--- config.mk ---
export PLATFORM = sky130hd
export DESIGN_NAME = ysyx_23060111_lsu_ctrl
export DESIGN_NICKNAME = d
export VERILOG_FILES = /design/src/rtl/ysyx_23060111_pkg.sv /design/src/rtl/ysyx_23060111_lsu_align.sv /design/src/rtl/ysyx_23060111_lsu_ctrl.sv
export SDC_FILE = /design/constraint.sdc
export NUM_CORES = 1
export LEC_CHECK = 0
export CORE_MARGIN = 3
export CORE_UTILIZATION = 48
export DETAILED_ROUTE_END_ITERATION = 12
export PLACE_DENSITY = 0.89
export SYNTH_ARGS = -nofsm -noshare
export SYNTH_HDL_FRONTEND = slang
export SYNTH_SLANG_ARGS = --single-unit
--- constraint.sdc ---
create_clock -name clk -period 3.8 [get_ports clk]
set_clock_uncertainty 0.05 [all_clocks]
set_input_delay 0.76 -clock clk [delete_from_list [all_inputs] [get_ports clk]]
set_output_delay 0.76 -clock clk [all_outputs]
set_load 0.03 [all_outputs]
--- src/rtl/ysyx_23060111_pkg.sv ---
// Shared types and constants for the load/store unit.
package ysyx_23060111_pkg;

  typedef enum logic [1:0] {
    ST_IDLE = 2'd0,
    ST_BUS  = 2'd1,
    ST_RESP = 2'd2
  } lsu_state_e;

  localparam logic [6:0] OPC_LOAD  = 7'b0000011;
  localparam logic [6:0] OPC_STORE = 7'b0100011;

  localparam logic [2:0] F3_LB  = 3'b000;
  localparam logic [2:0] F3_LH  = 3'b001;
  localparam logic [2:0] F3_LW  = 3'b010;
  localparam logic [2:0] F3_LBU = 3'b100;
  localparam logic [2:0] F3_LHU = 3'b101;

  localparam logic [2:0] F3_SB  = 3'b000;
  localparam logic [2:0] F3_SH  = 3'b001;
  localparam logic [2:0] F3_SW  = 3'b010;

  // Flags direction conflicts, undefined funct3 codes and misaligned accesses.
  function automatic logic lsu_illegal(input logic       ren,
                                       input logic       wen,
                                       input logic [2:0] funct3,
                                       input logic [1:0] addr_lo);
    logic bad;
    bad = 1'b0;
    if (ren == wen) begin
      bad = 1'b1;
    end else if (ren && (funct3 == 3'b011 || funct3 == 3'b110 || funct3 == 3'b111)) begin
      bad = 1'b1;
    end else if (wen && (funct3 > F3_SW)) begin
      bad = 1'b1;
    end
    if (funct3[1:0] == 2'b01 && addr_lo[0]) bad = 1'b1;
    if (funct3[1:0] == 2'b10 && addr_lo != 2'b00) bad = 1'b1;
    return bad;
  endfunction

endpackage

--- src/rtl/ysyx_23060111_lsu_align.sv ---
// Byte-lane steering for stores and shift/extend for loads.
module ysyx_23060111_lsu_align
  import ysyx_23060111_pkg::*;
(
  input  logic [2:0]  funct3,
  input  logic [1:0]  addr_lo,
  input  logic [31:0] wdata,
  input  logic [31:0] rdata,
  output logic [3:0]  wstrb_c,
  output logic [31:0] wdata_c,
  output logic [31:0] rdata_c
);

  logic [31:0] shifted;

  // Store strobes and lane-replicated write data.
  always_comb begin
    wstrb_c = 4'b0000;
    wdata_c = wdata;
    case (funct3)
      F3_SB: begin
        wstrb_c = 4'b0001 << addr_lo;
        wdata_c = {4{wdata[7:0]}};
      end
      F3_SH: begin
        wstrb_c = 4'b0011 << addr_lo;
        wdata_c = {2{wdata[15:0]}};
      end
      F3_SW: begin
        wstrb_c = 4'b1111;
        wdata_c = wdata;
      end
      default: begin
        wstrb_c = 4'b0000;
        wdata_c = wdata;
      end
    endcase
  end

  // Load data moved down to lane 0, then sign- or zero-extended.
  always_comb begin
    shifted = rdata >> {addr_lo, 3'b000};
    rdata_c = 32'd0;
    case (funct3)
      F3_LB:   rdata_c = {{24{shifted[7]}}, shifted[7:0]};
      F3_LH:   rdata_c = {{16{shifted[15]}}, shifted[15:0]};
      F3_LW:   rdata_c = rdata;
      F3_LBU:  rdata_c = {24'd0, shifted[7:0]};
      F3_LHU:  rdata_c = {16'd0, shifted[15:0]};
      default: rdata_c = 32'd0;
    endcase
  end

endmodule

--- src/rtl/ysyx_23060111_lsu_ctrl.sv ---
// Load/store controller: accepts one op, runs one bus access, returns the result.
module ysyx_23060111_lsu_ctrl
  import ysyx_23060111_pkg::*;
#(
  parameter int unsigned TIMEOUT = 255
) (
  input  logic        clk,
  input  logic        rst,
  input  logic        in_valid,
  output logic        in_ready,
  input  logic        in_ren,
  input  logic        in_wen,
  input  logic [2:0]  in_funct3,
  input  logic [31:0] in_addr,
  input  logic [31:0] in_wdata,
  output logic        out_valid,
  input  logic        out_ready,
  output logic [31:0] out_rdata,
  output logic        out_err,
  output logic        mem_req,
  output logic        mem_we,
  output logic [31:0] mem_addr,
  output logic [31:0] mem_wdata,
  output logic [3:0]  mem_wstrb,
  input  logic        mem_ack,
  input  logic [31:0] mem_rdata
);

  localparam int unsigned CNT_W = $clog2(TIMEOUT + 1);

  lsu_state_e       state_q, state_d;
  logic [CNT_W-1:0] cnt_q, cnt_d;
  logic [2:0]       funct3_q, funct3_d;
  logic [1:0]       addr_lo_q, addr_lo_d;
  logic             ren_q, ren_d;

  logic             in_ready_d, out_valid_d, out_err_d;
  logic [31:0]      out_rdata_d;
  logic             mem_req_d, mem_we_d;
  logic [31:0]      mem_addr_d, mem_wdata_d;
  logic [3:0]       mem_wstrb_d;

  logic [2:0]       al_funct3;
  logic [1:0]       al_addr_lo;
  logic [3:0]       al_wstrb_c;
  logic [31:0]      al_wdata_c, al_rdata_c;

  // Aligner sees the incoming op while idle and the captured op afterwards.
  assign al_funct3  = (state_q == ST_IDLE) ? in_funct3    : funct3_q;
  assign al_addr_lo = (state_q == ST_IDLE) ? in_addr[1:0] : addr_lo_q;

  ysyx_23060111_lsu_align u_align (
    .funct3  (al_funct3),
    .addr_lo (al_addr_lo),
    .wdata   (in_wdata),
    .rdata   (mem_rdata),
    .wstrb_c (al_wstrb_c),
    .wdata_c (al_wdata_c),
    .rdata_c (al_rdata_c)
  );

  // State and registered outputs.
  always_ff @(posedge clk) begin
    if (rst) begin
      state_q   <= ST_IDLE;
      cnt_q     <= '0;
      funct3_q  <= 3'd0;
      addr_lo_q <= 2'd0;
      ren_q     <= 1'b0;
      in_ready  <= 1'b1;
      out_valid <= 1'b0;
      out_err   <= 1'b0;
      out_rdata <= 32'd0;
      mem_req   <= 1'b0;
      mem_we    <= 1'b0;
      mem_addr  <= 32'd0;
      mem_wdata <= 32'd0;
      mem_wstrb <= 4'b0000;
    end else begin
      state_q   <= state_d;
      cnt_q     <= cnt_d;
      funct3_q  <= funct3_d;
      addr_lo_q <= addr_lo_d;
      ren_q     <= ren_d;
      in_ready  <= in_ready_d;
      out_valid <= out_valid_d;
      out_err   <= out_err_d;
      out_rdata <= out_rdata_d;
      mem_req   <= mem_req_d;
      mem_we    <= mem_we_d;
      mem_addr  <= mem_addr_d;
      mem_wdata <= mem_wdata_d;
      mem_wstrb <= mem_wstrb_d;
    end
  end

  // Next-state and next-output logic.
  always_comb begin
    state_d     = state_q;
    cnt_d       = cnt_q;
    funct3_d    = funct3_q;
    addr_lo_d   = addr_lo_q;
    ren_d       = ren_q;
    in_ready_d  = in_ready;
    out_valid_d = out_valid;
    out_err_d   = out_err;
    out_rdata_d = out_rdata;
    mem_req_d   = mem_req;
    mem_we_d    = mem_we;
    mem_addr_d  = mem_addr;
    mem_wdata_d = mem_wdata;
    mem_wstrb_d = mem_wstrb;

    case (state_q)
      ST_IDLE: begin
        if (in_valid && in_ready) begin
          funct3_d   = in_funct3;
          addr_lo_d  = in_addr[1:0];
          ren_d      = in_ren;
          in_ready_d = 1'b0;
          if (lsu_illegal(in_ren, in_wen, in_funct3, in_addr[1:0])) begin
            state_d     = ST_RESP;
            out_valid_d = 1'b1;
            out_err_d   = 1'b1;
            out_rdata_d = 32'd0;
          end else begin
            state_d     = ST_BUS;
            cnt_d       = '0;
            mem_req_d   = 1'b1;
            mem_we_d    = in_wen;
            mem_addr_d  = {in_addr[31:2], 2'b00};
            mem_wdata_d = in_wen ? al_wdata_c : 32'd0;
            mem_wstrb_d = in_wen ? al_wstrb_c : 4'b0000;
          end
        end
      end

      ST_BUS: begin
        if (mem_ack) begin
          state_d     = ST_RESP;
          mem_req_d   = 1'b0;
          mem_we_d    = 1'b0;
          mem_wstrb_d = 4'b0000;
          out_valid_d = 1'b1;
          out_err_d   = 1'b0;
          out_rdata_d = ren_q ? al_rdata_c : 32'd0;
        end else begin
          cnt_d = cnt_q + CNT_W'(1);
          if (cnt_q == CNT_W'(TIMEOUT - 1)) begin
            state_d     = ST_RESP;
            mem_req_d   = 1'b0;
            mem_we_d    = 1'b0;
            mem_wstrb_d = 4'b0000;
            out_valid_d = 1'b1;
            out_err_d   = 1'b1;
            out_rdata_d = 32'd0;
          end
        end
      end

      ST_RESP: begin
        if (out_ready) begin
          state_d     = ST_IDLE;
          in_ready_d  = 1'b1;
          out_valid_d = 1'b0;
          out_err_d   = 1'b0;
          out_rdata_d = 32'd0;
        end
      end

      default: begin
        state_d = ST_IDLE;
      end
    endcase
  end

endmodule
After elaboration in Yosys (flattened, before gate mapping)
Index checks and enable logic that the tools add are counted.
{ "word_totals": {"reg_bits": 119, "in_bits": 106, "output_inout_bits": 105, "elab_cells": 114} }
{ "classes": {"addsub": 1, "n_lt_le_gt_ge": 1, "n_eq_ne": 19, "shift": 3, "mux": 55, "bitwise_logic": 1, "reduce_logical": 20} }
{ "op_table": {"columns": ["cell", "count"], "rows": [
  ["two-way mux 32 bit", 7],
  ["one-hot mux 32 bit (5 select lines)", 1],
  ["one-hot mux 32 bit (3 select lines)", 1],
  ["one-hot mux 32 bit (2 select lines)", 1],
  ["right shift 32 x 5 -> 16 bit", 1],
  ["two-way mux 8 bit", 3],
  ["two-way mux 1 bit", 21],
  ["two-way mux 4 bit", 5],
  ["one-hot mux 8 bit (2 select lines)", 1],
  ["equality test 3 bit (second input constant)", 4],
  ["two-way mux 2 bit", 6],
  ["one-hot mux 4 bit (3 select lines)", 1],
  ["AND reduction 3 bit", 3],
  ["adder 8 x 1 -> 8 bit (second input constant)", 1],
  ["equality test 8 bit (second input constant)", 1],
  ["one-hot mux 4 bit (2 select lines)", 1],
  ["AND reduction 4 bit", 2],
  ["equality test 3 x 2 -> 1 bit (second input constant)", 2],
  ["!= test 2 bit (second input constant)", 3],
  ["one-hot mux 1 bit (2 select lines)", 3],
  ["one-hot mux 1 bit (3 select lines)", 2],
  ["one-hot mux 2 bit (3 select lines)", 1],
  ["nonzero test 2 bit", 3],
  ["logical AND 1 bit", 5],
  ["other kinds (17)", 21]
]} }

Longest topological paths before layout
Gate-level depths: netlist of run 1.
{ "depth": {"depth_word": 13, "ltp_mapped": 9, "mapped_depth_nobuf": 7} }

By module
From an unflattened synthesis of run 1, not the netlist that was laid out.
{ "hier_totals": {"cells_unflattened": 667, "area_unflattened_um2": 5685.5} }
{ "modules_own_cells": {"columns": ["module", "instances", "cells_each", "area_each_um2", "seq_area_each_um2"], "rows": [
  ["ysyx_23060111_lsu_ctrl", 1, 474, 4371.7, 2382.3],
  ["ysyx_23060111_lsu_align", 1, 193, 1313.8, 0.0]
]} }

Worst setup path after synthesis of run 1
Ideal clock, no wire load.
{ "synth_path": {"kind": "input -> register", "start": "in in_funct3[1]", "end": "reg out_rdata[14]", "setup_time_ns": 0.122, "arrival_time_ns": 2.239, "required_time_ns": 3.628, "path_slack_ns": 1.390, "stages": 8, "n_path_buf": 3, "cell_sequence": "buf_2 or3b_1 nand2_1 buf_4 a211oi_4 or2_1 buf_4 a221o_1"} }
{ "synth_via": {"elab_chain_cells": 12, "word_cells_on_any_way": 31, "classes_between": "order compare: 1; eq/ne: 10; mux: 12; reduce/logical: 8"} }
{ "synth_rtl": {"columns": ["item", "line_no", "source"], "rows": [
  ["from (decl)", "ysyx_23060111_lsu_ctrl.sv:13", "input logic [2:0] in_funct3,"],
  ["branches (longest 12 deep; another with > comparator 3 x 2 -> 1 bit)", null, null],
  ["to (signal assigned)", "ysyx_23060111_lsu_ctrl.sv:88", "out_rdata <= out_rdata_d;"],
  ["to (decl)", "ysyx_23060111_lsu_ctrl.sv:18", "output logic [31:0] out_rdata,"]
]} }
Several ways; the timed one is not identified. The select of a mux whose other input is x is not followed.
A chain may end at the register's enable or synchronous reset.

Worst setup path in the final report of run 1
{ "layout_path": {"start": "in in_addr[1]", "end": "reg out_rdata[11]"} }
{ "layout_via": {"elab_chain_cells": 7, "word_cells_on_any_way": 13, "classes_between": "eq/ne: 1; shift: 1; mux: 8; reduce/logical: 3"} }
{ "layout_rtl": {"columns": ["item", "line_no", "source"], "rows": [
  ["from (decl)", "ysyx_23060111_lsu_ctrl.sv:14", "input logic [31:0] in_addr,"],
  ["branches (longest 7 deep; another with right shift 32 x 5 -> 16 bit)", null, null]
]} }
Several ways; the timed one is not identified. The select of a mux whose other input is x is not followed.

==> impl_metrics.ini, run 1 <==
[routing]
wire_per_inst_microns = 18.6
drc = 0
ant_nets = 0
drtIter0Drc = 496
wl_mm = 18.1
firstDrtPassIters = 6
via_count = 5664
drt-vias-per-instance = 5.81

[sta]
slew_headroom_pct = 27.6
whs_ns = 0.402
finalWorstSetupSlack_ns = 0.789
fmax_mhz = 332
tightestPinTransition_ns = 1.08
rsz0062_at_grt = false
fin_crit_sh_pct = 79.2
setup_violations = 0
slew_violations = 0
finalHoldViolCount = 0
fin_setup_tns_ns = 0
fin_crit_ns = 3.01

[outcome]
outcome = complete, no violations

[critical_path]
rr_worst_depth = 5
required_ns = 4.11
cp-start-kind = primary input
end_kind = register
worst-setup-path-type = in -> reg
path_max_fanout = 19
r2r-start = state_q[0]
cp.arrival_ns = 3.32
reg2reg_slack_ns = 1.12
r2r-end = out_rdata[1]

[yosys]
syn_inst = 634
ys_warn_count = 0
synth-edff-count = 0
synth_area_leaders = dfxtp_1 42%, nand2_1 5.9%, a21oi_1 5.0%
yosys.cell_types.count = 62
ys_ff_latch = 119
postSynth.asyncResetShare_pct = 0
synth_flop_cell = dfxtp_1
syn_area_per_cell_sq_um = 8.89
synth_area_leader_cell = dfxtp_1
yosysSeqAreaShare_pct = 42.2
syn_area_sq_um = 5640
yosysTopAreaCellShare_pct = 42.2

[grt]
grt_pass1_vias = 5528
grt_first_pass_wirelength_mm = 28.3
antenna_found_initial = 0
grt_max_degree = 65
track_usage_pct = 27.4
grt_remaining_overflow = 0

[layout]
nFillCells = 749
seq_area_sq_um = 2380
multi_input_area_sq_um = 2910
syn2layout_area_growth_pct = 47.6
fin_nets = 932
drive_gt1_share_pct = 9.46
n_antenna_cell = 0
finalNonFillerCells = 975

[placement]
pre_cts_slack_ns = 0.433
io_buffers = 208
dp_cells = 945
gp_congestion = 0.922
dp_hpwl_mm = 12.9

[clock_network]
cts.path.max_buffers = 2
cts_tree = done
clkLatencyLatePin_ns = 0.42
post-cts-setup-buffer-count = 0
clock_sinks = 119
htreeDepth = 4
cts_hold_buffers = 0
cts_made_buffers = 17
ctsResizeCount = 0
clk_pin_slew_worst_paths_ns = 0.05
cts_root_buffer = clkbuf_16

[flow_run]
maxCapViolCount = 0

[floorplanning]
die_y_microns = 114
core_sq_um = 11200
io_pins = 211
die_w_microns = 114
initial_core_util_pct = 50.5
die-area_sq_um = 13100
row_count = 38

[pwr]
leakage_nw = 3.02
p_per_area_nw_per_um2 = 422
max-vdd-ir-drop_uv = 405

[worst_hold_path]
holdPathEnd = mem_wdata[4]
whs_path_depth = 2
worstHoldStart = mem_wdata[4]
hold_path.class = reg -> reg
## sequential cells by signal, indices dropped and copies added (netlist names)
| signal | cells |
|---|---|
| addr_lo_q | 2 |
| cnt_q | 8 |
| funct3_q | 3 |
| in_ready | 1 |
| mem_addr | 30 |
| mem_req | 1 |
| mem_wdata | 32 |
| mem_we | 1 |
| mem_wstrb | 4 |
| out_err | 1 |
| out_rdata | 32 |
| out_valid | 1 |
| ren_q | 1 |
| state_q | 2 |
## worst max-delay path by stage
stage,from,to,slack [ns]
detailed placement,in_addr[1],out_rdata[9],0.43
floorplan,in_funct3[1],out_rdata[14],1.39
global placement,in_addr[1],out_rdata[10],0.63
CTS,in_addr[1],out_rdata[11],0.81
global route,in_addr[1],out_rdata[11],0.60
finish,in_addr[1],out_rdata[11],0.79
## metal layers
layer	global-route usage [%]	routed length (microns)
met1	31.3	6880
met2	47.0	8910
met3	9.09	1820
met4	11.0	500
met5	0	0
## metrics by stage
stage               instance area (sq um)  power [mW]  util (%)
floorplan                            5640        1.61         -
detailed placement                   7690        1.82      68.8
CTS                                  8320        3.53      74.5
global placement                     7690        1.80      68.8
global route                         8320        3.62      74.5
finish                               8320        3.51      74.5
## placed cells by master (no fill, tap or decap), drive strengths merged, types with 5 or more instances in the layout
cell type      Yosys  routed
inv               22      22
o2bb2ai           19      19
dfxtp            119     119
o22ai             15      15
nor2              34      34
nand2             89      89
a22oi              7       7
o21ai             25      25
and2              21      21
buf               31      10
clkdlybuf4s50      0     207
o211ai            16      16
mux2              18      18
a21oi             56      56
clkbuf            16      23
nand2b             7       7
xor2               6       6
a221o             14      14
nor3b              5       5
o31ai             19      19
nand3             21      21
mux2i             14      14
nor2b              5       5
## area by class of cell
| type | count | share of cell area [%] |
|---|---|---|
| multi-input cells | 447 | 34.9 |
| flip-flops and latches | 119 | 28.6 |
| repair buffers | 217 | 25.8 |
| clock buffers | 23 | 5.86 |
| well taps | 140 | 2.10 |
| clock inverters | 7 | 1.71 |
| inverters | 22 | 0.992 |
## synth_stat cells (all sizes together), types with 2 or more instances
cell type / instances
dfxtp: 119
nand2: 89
a21oi: 56
nor2: 34
buf: 31
o21ai: 25
inv: 22
and2: 21
nand3: 21
o2bb2ai: 19
o31ai: 19
mux2: 18
clkbuf: 16
o211ai: 16
o22ai: 15
a221o: 14
mux2i: 14
a22oi: 7
nand2b: 7
xor2: 6
nor2b: 5
nor3b: 5
a211oi: 4
a22o: 4
nand4: 4
and4: 3
nor3: 3
o21a: 3
or2: 3
or3b: 3
or4: 3
or4b: 3
and3: 2
and3b: 2
ha: 2
nor4b: 2
o31a: 2
xnor2: 2
## worst max-delay path: stages
cell and delay [ns]:
clkdlybuf4s50_1 0.62, nor3b_1 0.47, o21ai_1 0.22, a211oi_4 0.71, or2_1 0.34, a221o_1 0.19
## cell families after synthesis
family,share of synthesized area [%]
AND/OR/NAND/NOR,18.5
AO/OA/AOI/OAI,24.8
flip-flops,42.2
buffers and inverters,6.35
multiplexers,6.30
XOR/XNOR,1.24
adder cells (fa/ha/maj),0.444
other,0.0665
## power by group
part	total (mW)	internal, mW	switching, mW
clock network	1.71	1.16	0.550
registers	1.30	1.27	0.0251
logic	0.504	0.234	0.269
total	3.51	2.67	0.844
Power figures use the tool's default switching activity.
==> run 2: changes to the inputs <==
--- a/config.mk
+++ b/config.mk
@@ -6,9 +6,9 @@
 export NUM_CORES = 1
 export LEC_CHECK = 0
 export CORE_MARGIN = 3
-export CORE_UTILIZATION = 48
+export CORE_UTILIZATION = 45
 export DETAILED_ROUTE_END_ITERATION = 12
-export PLACE_DENSITY = 0.89
+export PLACE_DENSITY = 0.84
 export SYNTH_ARGS = -nofsm -noshare
 export SYNTH_HDL_FRONTEND = slang
 export SYNTH_SLANG_ARGS = --single-unit
==> constraint.sdc (replaced) <==
create_clock -name clk -period 3.1 [get_ports clk]
set_clock_uncertainty 0.05 [all_clocks]
set_input_delay 0.62 -clock clk [delete_from_list [all_inputs] [get_ports clk]]
set_output_delay 0.62 -clock clk [all_outputs]
set_load 0.03 [all_outputs]
==> run 2 against run 1 <==
Effect of this change: wire length grew 0.53%; largest power group unchanged; largest cell class unchanged; highest routed layer unchanged; clock-buffer cell count decreased by 1; power is 14% higher.
==> impl_metrics.ini, run 2 (synthesis results as in run 1) <==
[pwr]
clockPowerShare_pct = 44.3
max-vdd-ir-drop_uv = 409
leakage_nw = 3.02
intPower_mw = 2.94
p_seq_share_pct = 39.8
switching_share_pct = 26.1
switchingPower_mw = 1.04
combPwrFrac_pct = 15.9
p_per_area_nw_per_um2 = 479

[floorplanning]
io_pins = 211
row_count = 40
initial_core_util_pct = 46.6
die-area_sq_um = 13900
die_w_microns = 118
core_sq_um = 12100
die_y_microns = 118

[placement]
dp_hpwl_mm = 13.1
gp_congestion = 0.919
io_buffers = 208
dpl_cell_area_sq_um = 7800

[routing]
ant_nets = 0
via_count = 5702
drtIter0Drc = 409
drc = 0
drt-vias-per-instance = 5.63
firstDrtPassIters = 5
wl_mm = 18.2
wire_per_inst_microns = 18.0

[clock_network]
clock_sinks = 119
cts.path.max_buffers = 2
cts_tree = done
htreeDepth = 4
clk_pin_slew_worst_paths_ns = 0.05
ctsResizeCount = 0
cts_root_buffer = clkbuf_16
cts_hold_buffers = 0
post-cts-setup-buffer-count = 0
cts_made_buffers = 17
clkLatencyLatePin_ns = 0.42

[layout]
fin_util_pct = 68.7
fin_nets = 940
layout_common_cells = 207 x clkdlybuf4s50_1, 119 x dfxtp_1, 89 x nand2_1
seq_area_sq_um = 2380
largestRegisters = mem_wdata (32), out_rdata (32), mem_addr (30)
final_common_cell = clkdlybuf4s50_1
nFillCells = 926
multi_input_area_sq_um = 2910
final_area_sq_um = 8320
n_antenna_cell = 0
drive_gt1_share_pct = 10.1
syn2layout_area_growth_pct = 47.6

[worst_hold_path]
hold_path.class = reg -> reg

[critical_path]
critical_path.cell_chain = clkdlybuf4s50_1 -> nor3b_1 -> o21ai_1 -> a211oi_2 -> or2_1 -> a221o_1
path_max_fanout = 19
end_kind = register
cp.buffers_inverters = 1
cp_top_family = compound AO/OA/AOI/OAI gates
crit_slowest_cell = a211oi_2
cp.arrival_ns = 3.14
required_ns = 3.40
critPathMaxStageDelay_ns = 0.93
worst-setup-path-type = in -> reg
cp-start-kind = primary input

[flow_run]
maxCapViolCount = 0

[sta]
fin_crit_ns = 2.83
tightestPinTransition_ns = 1.10
rsz0062_at_grt = false
fmax_mhz = 353
setup_violations = 0
fin_setup_tns_ns = 0
slew_violations = 0
fin_crit_sh_pct = 91.4
finalHoldViolCount = 0
slew_headroom_pct = 26.8

[grt]
track_usage_pct = 25.9
grt_remaining_overflow = 0
antenna_found_initial = 0
grt_max_degree = 51
grt_pass1_vias = 5701
grt_first_pass_wirelength_mm = 29.2

[outcome]
outcome = complete, no violations
[run 2: path summary, 6_finish.rpt]
| path | cells past startpoint | start | slack (ns) | end |
|---|---|---|---|---|
| worst max register to register | 5 | state_q[1] | 0.35 | out_rdata[12] |
| worst min register to register | 1 | mem_we | 0.40 | mem_we |
| worst min-delay path | 1 | mem_we | 0.40 | mem_we |
| worst max-delay path | 6 | in_addr[1] | 0.27 | out_rdata[12] |
[run 2: final cells by class]
class                      instances  area share [%]
timing repair buffer             225            26.6
clock buffer                      22            5.34
sequential                       119            28.6
multi-input combinational        447            34.9
clock inverter                     9           0.962
inverter                          22           0.992
tap                              168            2.53
[run 2: metal layers]
| metal | routed length (microns) | global-route usage, % | vias up |
|---|---|---|---|
| met4 | 463 | 11.4 | 0 |
| met5 | 0 | 0 | - |
| met2 | 8610 | 42.2 | 332 |
| met1 | 7050 | 29.3 | 2645 |
| li1 | - | - | 2677 |
| met3 | 2090 | 11.5 | 48 |
[run 2: per-stage QoR]
stage          hold WS [ns]  setup WS, ns  cells  total power [mW]
2_1_floorplan         0.403         0.830    635              1.98
3_3_place_gp          0.388     -0.000976    981              2.23
4_1_cts               0.400         0.319   1012              4.01
3_5_place_dp          0.396       -0.0930    981              2.24
6_report              0.401         0.266   1012              3.99
5_1_grt               0.418        0.0672   1012              4.14
[run 2: power groups by stage]
stage,Sequential (mW),Combinational [mW],Clock (mW)
final,1.59,0.635,1.76
after global routing,1.59,0.681,1.87
after CTS,1.59,0.630,1.79
after detailed placement,1.62,0.624,0
after global placement,1.61,0.610,0
after floorplan,1.65,0.324,0
